File: config.mk
export PLATFORM = sky130hd
export DESIGN_NAME = axi_rd_req_arbiter
export DESIGN_NICKNAME = d
export VERILOG_FILES = /design/src/rtl/axi_rd_req_arbiter.sv
export SDC_FILE = /design/constraint.sdc
export NUM_CORES = 1
export LEC_CHECK = 0
export BUFFER_PORTS_ARGS = -buffer_cell sky130_fd_sc_hd__buf_2
export CAP_MARGIN = 10
export CORE_AREA = 5 5 143 145
export DETAILED_ROUTE_END_ITERATION = 12
export DIE_AREA = 0 0 148 150
export SLEW_MARGIN = 20
export SYNTH_ARGS = -nofsm -noshare
export SYNTH_HDL_FRONTEND = slang
export SYNTH_SLANG_ARGS = --single-unit
File: constraint.sdc
create_clock -name clk -period 6.1 [get_ports clk]
set_input_delay 0.61 -clock clk [delete_from_list [all_inputs] [get_ports clk]]
set_output_delay 0.61 -clock clk [all_outputs]
set_load 0.02 [all_outputs]
File: src/rtl/axi_rd_req_arbiter.sv
// axi_rd_req_arbiter: shares one AXI4 read master (AR+R) between NREQ
// requesters. Round-robin AR arbitration tags each burst with the requester
// index on ARID; R beats are routed back combinationally by RID. The number
// of in-flight bursts is capped at MAX_OUTS.
// Optional feature macro: AXI_RD_ARB_STATS_EN builds per-requester 16-bit
// saturating grant counters on stat_grant_cnt; otherwise the port is 0.
// Handshake rule: a transfer happens on a rising clk edge where valid and
// ready are both high; valid never waits on ready, and the AR payload is
// held stable while m_arvalid is high and m_arready is low.
module axi_rd_req_arbiter #(
    parameter int NREQ     = 4,
    parameter int ADDRW    = 32,
    parameter int DATAW    = 32,
    parameter int LENGTHW  = 4,
    parameter int SIZEW    = 3,
    parameter int MAX_OUTS = 8,
    localparam int IDW     = (NREQ > 1) ? $clog2(NREQ) : 1,
    localparam int CNTW    = $clog2(MAX_OUTS + 1)
) (
    input  logic                    clk,
    input  logic                    rst,
    input  logic [NREQ-1:0]         req_arvalid,
    output logic [NREQ-1:0]         req_arready,
    input  logic [NREQ*ADDRW-1:0]   req_araddr,
    input  logic [NREQ*LENGTHW-1:0] req_arlen,
    input  logic [NREQ*SIZEW-1:0]   req_arsize,
    input  logic [NREQ*2-1:0]       req_arburst,
    output logic [NREQ-1:0]         req_rvalid,
    input  logic [NREQ-1:0]         req_rready,
    output logic [DATAW-1:0]        req_rdata,
    output logic [1:0]              req_rresp,
    output logic                    req_rlast,
    output logic                    m_arvalid,
    input  logic                    m_arready,
    output logic [IDW-1:0]          m_arid,
    output logic [ADDRW-1:0]        m_araddr,
    output logic [LENGTHW-1:0]      m_arlen,
    output logic [SIZEW-1:0]        m_arsize,
    output logic [1:0]              m_arburst,
    input  logic                    m_rvalid,
    output logic                    m_rready,
    input  logic [IDW-1:0]          m_rid,
    input  logic [DATAW-1:0]        m_rdata,
    input  logic [1:0]              m_rresp,
    input  logic                    m_rlast,
    output logic [CNTW-1:0]         outstanding,
    output logic                    id_err,
    output logic [NREQ*16-1:0]      stat_grant_cnt
);

    typedef enum logic [0:0] {ST_IDLE, ST_ISSUE} state_t;

    state_t            state_q, state_d;
    logic [IDW-1:0]    rr_ptr;
    logic [IDW-1:0]    grant_idx;
    logic              grant_found;
    logic              can_grant;
    logic              ar_fire;
    logic              last_fire;
    logic              rid_ok;
    logic [ADDRW-1:0]  sel_addr;
    logic [LENGTHW-1:0] sel_len;
    logic [SIZEW-1:0]  sel_size;
    logic [1:0]        sel_burst;

    // First valid requester at or after rr_ptr, wrapping at NREQ.
    always_comb begin
        grant_found = 1'b0;
        grant_idx   = '0;
        for (int k = 0; k < NREQ; k++) begin
            if (!grant_found && req_arvalid[(int'(rr_ptr) + k) % NREQ]) begin
                grant_found = 1'b1;
                grant_idx   = IDW'((int'(rr_ptr) + k) % NREQ);
            end
        end
    end

    // Payload of the requester being granted this cycle.
    always_comb begin
        sel_addr  = '0;
        sel_len   = '0;
        sel_size  = '0;
        sel_burst = '0;
        for (int i = 0; i < NREQ; i++) begin
            if (grant_idx == IDW'(i)) begin
                sel_addr  = req_araddr[i*ADDRW +: ADDRW];
                sel_len   = req_arlen[i*LENGTHW +: LENGTHW];
                sel_size  = req_arsize[i*SIZEW +: SIZEW];
                sel_burst = req_arburst[i*2 +: 2];
            end
        end
    end

    assign can_grant   = (state_q == ST_IDLE) && grant_found &&
                         (outstanding < CNTW'(MAX_OUTS));
    assign req_arready = can_grant ? (NREQ'(1) << grant_idx) : '0;
    assign m_arvalid   = (state_q == ST_ISSUE);
    assign ar_fire     = (state_q == ST_ISSUE) && m_arready;

    // R demux by RID; an out-of-range RID is sunk (ready high, no delivery).
    always_comb begin
        rid_ok     = 1'b0;
        req_rvalid = '0;
        m_rready   = 1'b1;
        for (int i = 0; i < NREQ; i++) begin
            if (m_rid == IDW'(i)) begin
                rid_ok        = 1'b1;
                req_rvalid[i] = m_rvalid;
                m_rready      = req_rready[i];
            end
        end
    end

    assign req_rdata = m_rdata;
    assign req_rresp = m_rresp;
    assign req_rlast = m_rlast;
    assign last_fire = m_rvalid && m_rready && m_rlast;

    // FSM state register.
    always_ff @(posedge clk) begin
        if (rst) state_q <= ST_IDLE;
        else     state_q <= state_d;
    end

    // FSM next state: grant in IDLE, hold the AR in ISSUE until accepted.
    always_comb begin
        state_d = state_q;
        case (state_q)
            ST_IDLE:  if (can_grant) state_d = ST_ISSUE;
            ST_ISSUE: if (m_arready) state_d = ST_IDLE;
            default:  state_d = ST_IDLE;
        endcase
    end

    // Latch the granted payload and advance the round-robin pointer.
    always_ff @(posedge clk) begin
        if (rst) begin
            rr_ptr    <= '0;
            m_arid    <= '0;
            m_araddr  <= '0;
            m_arlen   <= '0;
            m_arsize  <= '0;
            m_arburst <= '0;
        end else if (can_grant) begin
            rr_ptr    <= (grant_idx == IDW'(NREQ - 1)) ? '0 : grant_idx + 1'b1;
            m_arid    <= grant_idx;
            m_araddr  <= sel_addr;
            m_arlen   <= sel_len;
            m_arsize  <= sel_size;
            m_arburst <= sel_burst;
        end
    end

    // In-flight burst count; simultaneous accept and last beat cancel out.
    always_ff @(posedge clk) begin
        if (rst) begin
            outstanding <= '0;
        end else if (ar_fire && !last_fire) begin
            outstanding <= outstanding + 1'b1;
        end else if (last_fire && !ar_fire && outstanding != '0) begin
            outstanding <= outstanding - 1'b1;
        end
    end

    // Sticky error: unknown RID, or a last beat with nothing outstanding.
    always_ff @(posedge clk) begin
        if (rst) begin
            id_err <= 1'b0;
        end else if ((m_rvalid && !rid_ok) ||
                     (last_fire && !ar_fire && outstanding == '0)) begin
            id_err <= 1'b1;
        end
    end

`ifdef AXI_RD_ARB_STATS_EN
    logic [15:0] grant_cnt [NREQ];

    // Saturating per-requester grant counters.
    always_ff @(posedge clk) begin
        for (int i = 0; i < NREQ; i++) begin
            if (rst) begin
                grant_cnt[i] <= '0;
            end else if (req_arready[i] && req_arvalid[i] &&
                         grant_cnt[i] != 16'hFFFF) begin
                grant_cnt[i] <= grant_cnt[i] + 16'd1;
            end
        end
    end

    // Pack counters onto the flat stats port.
    always_comb begin
        stat_grant_cnt = '0;
        for (int i = 0; i < NREQ; i++) begin
            stat_grant_cnt[i*16 +: 16] = grant_cnt[i];
        end
    end
`else
    assign stat_grant_cnt = '0;
`endif

endmodule

-- After elaboration in Yosys (flattened, before gate mapping)
Index checks and enable logic that the tools add are counted.
Widths: inputs -> output; s select.
- register bits after elaboration: 51
- latch bits: 0
- memory bits (writable): 0
- ROM bits: 0
- memories kept: 0
- add/sub/neg operators: 6
- $mul: 0
- divide/modulo/power cells: 0
- magnitude comparators: 5
- equality and inequality tests: 6
- shift-type cells: 1
- multiplexer cells: 54
- bitwise operators: 4
- reduce and logical (&&, ||, !) cells: 28
- operator list (kind ; number):
    $mux 32 ; 4
    $mux 4 ; 7
    $mux 1 ; 25
    $mux 2 ; 9
    $logic_and 1x1->1 ; 13
    $lt 3x4->1 const B ; 3
    $mux 3 ; 4
    $bmux 1 s2 ; 4
    $eq 2x2->1 const B ; 4
    $logic_not 1->1 ; 6
    $reduce_or 2->1 ; 3
    $add 2x1->2 const B ; 2
    $add 2x2->2 const B ; 2
    $add 4x1->4 const B ; 1
    $eq 2x1->1 const B ; 2
    $logic_not 2->1 ; 2
    $logic_not 4->1 ; 1
    $lt 4x4->1 const B ; 1
    $reduce_bool 4->1 ; 1
    $shl 1x2->4 const A ; 1
    $sub 4x1->4 const B ; 1
    $and 1x1->1 const A ; 3
    $lt 2x3->1 const B ; 1
    $pmux 1 s2 ; 1
    other kinds (3) ; 3

-- Longest topological paths before layout
Gate-level depths: netlist (run 1).
- word-level depth: 19
- gate-level depth with buffers: 10
- depth with buffers taken out: 9

-- Worst setup path after synthesis (run 1)
OpenSTA, ideal clock, no wires.
- path type: input to register
- from: input m_rid[0]
- to: register outstanding[3]
- library setup time: 0.123 ns
- data arrival time: 2.867 ns
- data required time: 5.977 ns
- path slack: 3.110 ns
- cell stages on the path: 8
- buffers on the path: 0
- path through: mux4_2 a21oi_4 inv_1 ha_1 a21o_1 a21oi_1 mux2i_4 mux2_1
- longest elaborated chain between the ends: 10
- ends and longest elaborated chain (what ; line ; source):
    start, declared ; 42 ; input logic [IDW-1:0] m_rid,
    $logic_not 2->1 ; 106 ; if (m_rid == IDW'(i)) begin
    $mux 1 (3 in series) ; 106 ;
    $mux 1 * ; 106 ;
    $logic_and 1x1->1 * (2 in series) ; 117 ; assign last_fire = m_rvalid && m_rready && m_rlast;
    $logic_not 1->1 / $logic_and 1x1->1 (equally long branches) ; 158, 160 ;
    $logic_and 1x1->1, on equally long branches ; 158, 160 ;
    $mux 4 / $reduce_bool 2->1 (equally long branches) ; - ;
    end signal, assigned ; 159 ; outstanding <= outstanding + 1'b1;
    end signal, assigned ; 161 ; outstanding <= outstanding - 1'b1;
    end, declared ; 46 ; output logic [CNTW-1:0] outstanding,
Mark *: on every way between the ends. The rest lies on a longest branch, timed or not.
A chain may end at the register's enable or synchronous reset.

-- Worst setup path after layout (run 1)
- from: register rr_ptr[1]
- to: output req_arready[1]
- RTL lines (what ; line ; source):
    start, declared ; 54 ; logic [IDW-1:0] rr_ptr;
    start signal, assigned ; 145 ; rr_ptr <= (grant_idx == IDW'(NREQ - 1)) ? '0 : grant_idx + 1'b1;
    $add 2x1->2 / $bmux 1 s2 (equally long branches) ; 71 ; if (!grant_found && req_arvalid[(int'(rr_ptr) + k) % NREQ]) begin
    $bmux 1 s2 / $mux 1 (equally long branches) ; 71 ;
    $mux 1 (not written as such) ; 71 ;
    $mux 1 (not written as such) / $logic_not 1->1 (equally long branches) ; 71 ;
    $logic_and 1x1->1 ; 71 ;
    $mux 1 ; 71 ;
    $logic_not 1->1 ; 71 ;
    $logic_and 1x1->1 ; 71 ;
    $mux 1 ; 71 ;
    $logic_not 1->1 ; 71 ;
    $logic_and 1x1->1 ; 71 ;
    $mux 2 * ; 71 ;
    net grant_idx[0] ; 55 ; logic [IDW-1:0] grant_idx;
    $shl 1x2->4 * ; 96 ; assign req_arready = can_grant ? (NREQ'(1) << grant_idx) : '0;
    $mux 4 * ; 96 ;
    end, declared ; 23 ; output logic [NREQ-1:0] req_arready,
Mark *: on every way through the listed nets, which the timed path passes. The rest lies on a longest branch. The select of a mux whose other input is x is not followed.

==> flow_metrics.env, run 1 <==
export IMPL_io_pins=370
export IMPL_synth_warning_count=0
export IMPL_overflow=0
export IMPL_ys_top_cells_by_count="99 x buf_4, 76 x nor2b_1, 51 x dfxtp_1, 47 x nor2_1, 43 x nand2_1"
export IMPL_clock_sinks=51
export IMPL_rows=51
export IMPL_die_w_microns=148
export IMPL_drv_slew=0
export IMPL_clock_root_buffer="clkbuf_16"
export IMPL_timing_hold_ws_ns=0.4700
export IMPL_outcome="finished clean"
export IMPL_rsz0062_at_grt="no"
export IMPL_antenna_found_initial=0
export IMPL_synth_cell_type_count=44
export IMPL_ys_async_sr_fraction=0
export IMPL_post_place_ws_ns=2.549
export IMPL_crit_path_start_kind="flop"
export IMPL_slowest_delay_ns=0.75
export IMPL_detail_route_antenna_nets=0
export IMPL_critPathKind="reg2out"
export IMPL_netlist_area_sq_mm=0.004303
export IMPL_postCtsHoldBufs=0
export IMPL_track_usage=0.1213
export IMPL_post_route_period_util=0.5852
export IMPL_dieArea_sq_mm=0.02220
export IMPL_netlist_instances=553
export IMPL_wl_per_cell_microns=15.02
export IMPL_post_cts_buffers=0
export IMPL_relSlewSlack=0.3944
export IMPL_floorplan_initialDensity=0.2255
export IMPL_p_total_uw=1629
export IMPL_syn_area_per_cell_sq_um=7.781
export IMPL_synth_top_area_frac=0.2373
export IMPL_drive_gt1_frac=0.3662
export IMPL_fmax_mhz=280.1
export IMPL_num_vias=4307
export IMPL_synth_area_leader_cell="dfxtp_1"
export IMPL_ir_drop_v=0.0001134
export IMPL_vias_per_cell=4.491
export IMPL_synth_ff_latch_count=51
export IMPL_required_ns=5.49
export IMPL_drc=0
export IMPL_firstDrtPassIters=4
export IMPL_clk_path_buf_depth=2
export IMPL_cts_resized=0
export IMPL_first_iter_violations=115
export IMPL_nets=940
export IMPL_min_period_ns=3.570
export IMPL_grt_max_degree=54
export IMPL_leakagePower_uw=0.002492
export IMPL_synth_edf_count=0
export IMPL_rrSetupSlack_ns=2.87
export IMPL_finalWorstSetupSlack_ns=2.530
export IMPL_worst_slew_pin_slew_ns=0.9084
export IMPL_synthFlopType="dfxtp_1"
export IMPL_port_buffers=237
export IMPL_cts_tree="yes"
export IMPL_wl_mm=14.40
export IMPL_critical_path_n_buffers_inverters=2
export IMPL_h_tree_depth=2
export IMPL_skew_ns=0.008755
export IMPL_crit_path_top_delay_cell="ha_2"
export IMPL_seq_area_sq_mm=0.001021
export IMPL_endpoint_kind="output port"
export IMPL_worstPathMaxFanout=42
export IMPL_cts_buffers=5
export IMPL_syn_to_final_growth_pct=24.11
export IMPL_synth_most_common_cell="buf_4"
export IMPL_timing_final_hold_violations=0
export IMPL_setup_tns_ns=0
export IMPL_drv_cap=0
export IMPL_postLayoutCoreUtil=0.2799
export IMPL_core_sq_mm=0.01908
export IMPL_powerDensity_mw_per_mm2=305.1
export IMPL_clk_pin_slew_ns=0.08
export IMPL_multi_input_area_sq_mm=0.002567
export IMPL_clk_latency_ns=0.30
export IMPL_diodes=0
export IMPL_grt_first_pass_wirelength_mm=21.45
export IMPL_fillers=2134
export IMPL_cp_cell_sequence="mux2i_1 > nor2_1 > nor3_1 > ha_2 > buf_4 > and2_1 > buf_2"
export IMPL_grt_pass1_vias=4090
export IMPL_gp_congestion=0.7934
export IMPL_critPathArrivalTime_ns=2.96
export IMPL_hpwl_mm=11.12
export IMPL_hold_class="reg2reg"
export IMPL_critical_path_top_delay_family="adder cells"
export IMPL_synth_area_leaders="dfxtp_1 24%, buf_4 17%, nor2b_1 11%"
export IMPL_yosysSeqAreaShare=0.2373
export IMPL_die_h_microns=150
export IMPL_setup_viol=0
[cell families after synthesis]
logic type | synth area share
multiplexers | 0.01541
flip-flops | 0.2373
buffers and inverters | 0.2245
XOR/XNOR | 0.002036
other | 0.0008715
AND/OR/NAND/NOR | 0.2259
adder cells (fa/ha/maj) | 0.02210
AO/OA/AOI/OAI | 0.2719
[through the flow]
step / area, sq um / instances
final: 5340 / 959
after floorplan: 4539 / 616
after global placement: 5147 / 951
after CTS: 5340 / 959
after global routing: 5340 / 959
after detailed placement: 5147 / 951
[power by group]
part / switching, uW / internal, uW
Combinational: 487 / 321
Sequential: 40.3 / 406
Clock: 139 / 235
[worst min-delay path: cells and delay by family (launching register included)]
kind | cells | cell delay (ns)
AND/OR/NAND/NOR | 1 | 0.06
flip-flops | 1 | 0.33
AO/OA/AOI/OAI | 1 | 0.04
[state kept, by name, indices dropped and copies added (netlist names)]
| name | flops |
|---|---|
| m_arsize | 3 |
| m_arvalid | 1 |
| outstanding | 4 |
| rr_ptr | 2 |
| id_err | 1 |
| m_arburst | 2 |
| m_arlen | 4 |
| m_arid | 2 |
| m_araddr | 32 |
[worst paths after layout]
path	from	to	cells past startpoint
worst max-delay path	rr_ptr[1]	req_arready[1]	7
worst min-delay path	id_err	id_err	2
worst max register to register	rr_ptr[1]	m_araddr[19]	9
worst min register to register	id_err	id_err	2
[cell usage in the layout, fill, tap and decap left out, types with 2 or more instances in the layout]
cell type    n
buf_2      237
nor2b_1     76
conb_1      64
dfxtp_1     51
nor2_1      47
nand2_1     43
a211oi_1    42
a221oi_1    41
o31a_1      37
a21oi_1     12
inv_1        8
buf_4        6
and2_1       5
clkbuf_16    5
a211o_1      4
ha_2         4
nor3_1       3
nand2b_1     2
nor4_1       2
nor3b_1      2
nand3b_1     2
o21ai_0      2
ha_1         2
bufinv_16    2
[layout make-up]
class,instances,area share
Clock buffer,5,0.02343
Clock inverter,3,0.01265
Inverter,8,0.005623
Multi-Input combinational cell,411,0.4808
Sequential cell,51,0.1912
Tap cell,238,0.05576
Timing Repair Buffer,243,0.2306
[metal layers]
layer  up-vias  global-route usage  wire length [microns]
met5         -                   0                      0
met4         0             0.04804                    386
met3        28             0.03301                   1174
met2       194              0.2085                   7039
met1      1962              0.1437                   5803
li1       2123                   -                      -
(Power assumes the default switching activity.)
==> run 2: changes to the inputs <==
CORE_AREA = 5 5 139 141   (was 5 5 143 145)
DIE_AREA = 0 0 144 146   (was 0 0 148 150)
clock period = 3 ns   (was 6.1 ns; I/O delays follow)
==> flow_metrics.env, run 2 (synthesized netlist as in run 1, its figures left out) <==
export IMPL_outcome="finished clean"
export IMPL_critPathKind="reg2out"
export IMPL_wl_per_cell_microns=15.25
export IMPL_skew_ns=0.005847
export IMPL_required_ns=2.70
export IMPL_setup_viol=0
export IMPL_clk_latency_ns=0.30
export IMPL_regMostFlops="m_araddr"
export IMPL_hold_class="in2reg"
export IMPL_clk_path_buf_depth=2
export IMPL_port_buffers=237
export IMPL_grt_max_degree=49
export IMPL_timing_rr_start="rr_ptr[1]"
export IMPL_syn_to_final_growth_pct=24.57
export IMPL_track_usage=0.1305
export IMPL_fillers=2003
export IMPL_relSlewSlack=0.4622
export IMPL_leakagePower_uw=0.002513
export IMPL_drive_gt1_frac=0.3710
export IMPL_final_cell_mix="237 x buf_2, 76 x nor2b_1, 64 x conb_1"
export IMPL_crit_path_top_delay_cell="ha_2"
export IMPL_fmax_mhz=359.1
export IMPL_multi_input_area_sq_mm=0.002572
export IMPL_worstPathMaxFanout=48
export IMPL_seq_area_sq_mm=0.001021
export IMPL_grt_first_pass_wirelength_mm=21.75
export IMPL_antenna_found_initial=1
export IMPL_internal_power_uw=1839
export IMPL_detail_route_antenna_nets=0
export IMPL_wl_mm=14.55
export IMPL_critical_path_n_buffers_inverters=3
export IMPL_pwr_share_seq=0.286
export IMPL_clock_sinks=51
export IMPL_cp_cell_sequence="nand2b_1 > a21oi_1 > nor3_2 > inv_1 > ha_2 > buf_12 > and2_1 > buf_2"
export IMPL_endpoint_kind="output port"
export IMPL_floorplan_initialDensity=0.2412
export IMPL_grt_pass1_vias=4078
export IMPL_gp_congestion=0.7902
export IMPL_drv_cap=0
export IMPL_largest_register_ff_count=32
export IMPL_post_route_period_util=0.9282
export IMPL_die_h_microns=146
export IMPL_min_period_ns=2.785
export IMPL_nets=945
export IMPL_io_pins=370
export IMPL_cts_tree="yes"
export IMPL_rsz0062_at_grt="no"
export IMPL_dieArea_sq_mm=0.02102
export IMPL_p_sw_frac=0.4232
export IMPL_rows=49
export IMPL_cts_buffers=5
export IMPL_clock_root_buffer="clkbuf_16"
export IMPL_h_tree_depth=2
export IMPL_firstDrtPassIters=4
export IMPL_switchingPower_uw=1349
export IMPL_postLayoutCoreUtil=0.3004
export IMPL_ir_drop_v=0.0002228
export IMPL_timing_final_hold_violations=0
export IMPL_clk_pin_slew_ns=0.07
export IMPL_crit_path_start_kind="flop"
export IMPL_p_clk_frac=0.189
export IMPL_critical_path_top_delay_family="adder cells"
export IMPL_drc=0
export IMPL_p_comb_frac=0.525
export IMPL_setup_tns_ns=0
export IMPL_drv_slew=0
export IMPL_overflow=0
export IMPL_cp_startpoint="rr_ptr[1]"
export IMPL_slowest_delay_ns=0.60
export IMPL_vias_per_cell=4.521
export IMPL_num_vias=4313
export IMPL_post_place_ws_ns=0.2801
export IMPL_diodes=0
export IMPL_reg_top3="m_araddr (32), m_arlen (4), outstanding (4)"
export IMPL_worst_slew_pin_slew_ns=0.8067
export IMPL_powerDensity_mw_per_mm2=594.7
export IMPL_critPathArrivalTime_ns=2.48
export IMPL_first_iter_violations=121
export IMPL_core_sq_mm=0.01784
export IMPL_post_cts_buffers=0
export IMPL_finalWorstSetupSlack_ns=0.2154
export IMPL_die_w_microns=144
export IMPL_min_from="m_arready"
export IMPL_layout_commonest_cell="buf_2"
export IMPL_hpwl_mm=11.40
## run 2: what timing repair did
item | CTS | global route
setup endpoints to repair | 0 | 1
hold buffers | 0 | 0
resized for setup | 0 | 1
## run 2: stage by stage
step | std cells | cell area, sq um | hold slack (ns) | total power, uW
finish | 954 | 5360 | 0.2906 | 3188
global placement | 947 | 5211 | 0.4649 | 2606
detailed placement | 947 | 5211 | 0.4622 | 2621
CTS | 954 | 5355 | 0.2734 | 3252
global route | 954 | 5360 | 0.3160 | 3444
floorplan | 616 | 4539 | 0.4770 | 2211
## run 2: routing by layer
layer  GRT usage  wire (microns)
met5           0              13
met3     0.04338            1468
met1      0.1528            5753
met2      0.2242            7075
met4     0.03908             242
## run 2: area by class of cell
| cell class | count | area share |
|---|---|---|
| sequential | 51 | 0.1905 |
| clock inverter | 1 | 0.0009337 |
| inverter | 8 | 0.005602 |
| clock buffer | 6 | 0.02591 |
| tap | 229 | 0.05345 |
| timing repair buffer | 248 | 0.2437 |
| multi-input combinational | 411 | 0.4799 |
## run 2: worst reg2reg max path: cells and delay by family, from the launching register on
family / cells / cell delay [ns]
AOI/OAI and AO/OA: 5 / 1.10
adders and majority gates: 1 / 0.39
buffers and inverters: 2 / 0.39
and+or+nand+nor: 1 / 0.21
DFF: 1 / 0.43
## run 2: final timing paths
path | to | slack [ns] | depth (start not counted)
max | req_arready[2] | 0.22 | 8
min reg2reg | id_err | 0.48 | 2
max reg2reg | m_araddr[22] | 0.39 | 9
min | m_arvalid | 0.29 | 3
## run 2: power by group through the flow
stage	Clock (uW)	Combinational [uW]	Sequential [uW]
after global routing	664	1850	935
after detailed placement	0	1690	927
after CTS	638	1700	915
final	602	1670	912
after floorplan	0	1120	1090
after global placement	0	1680	927
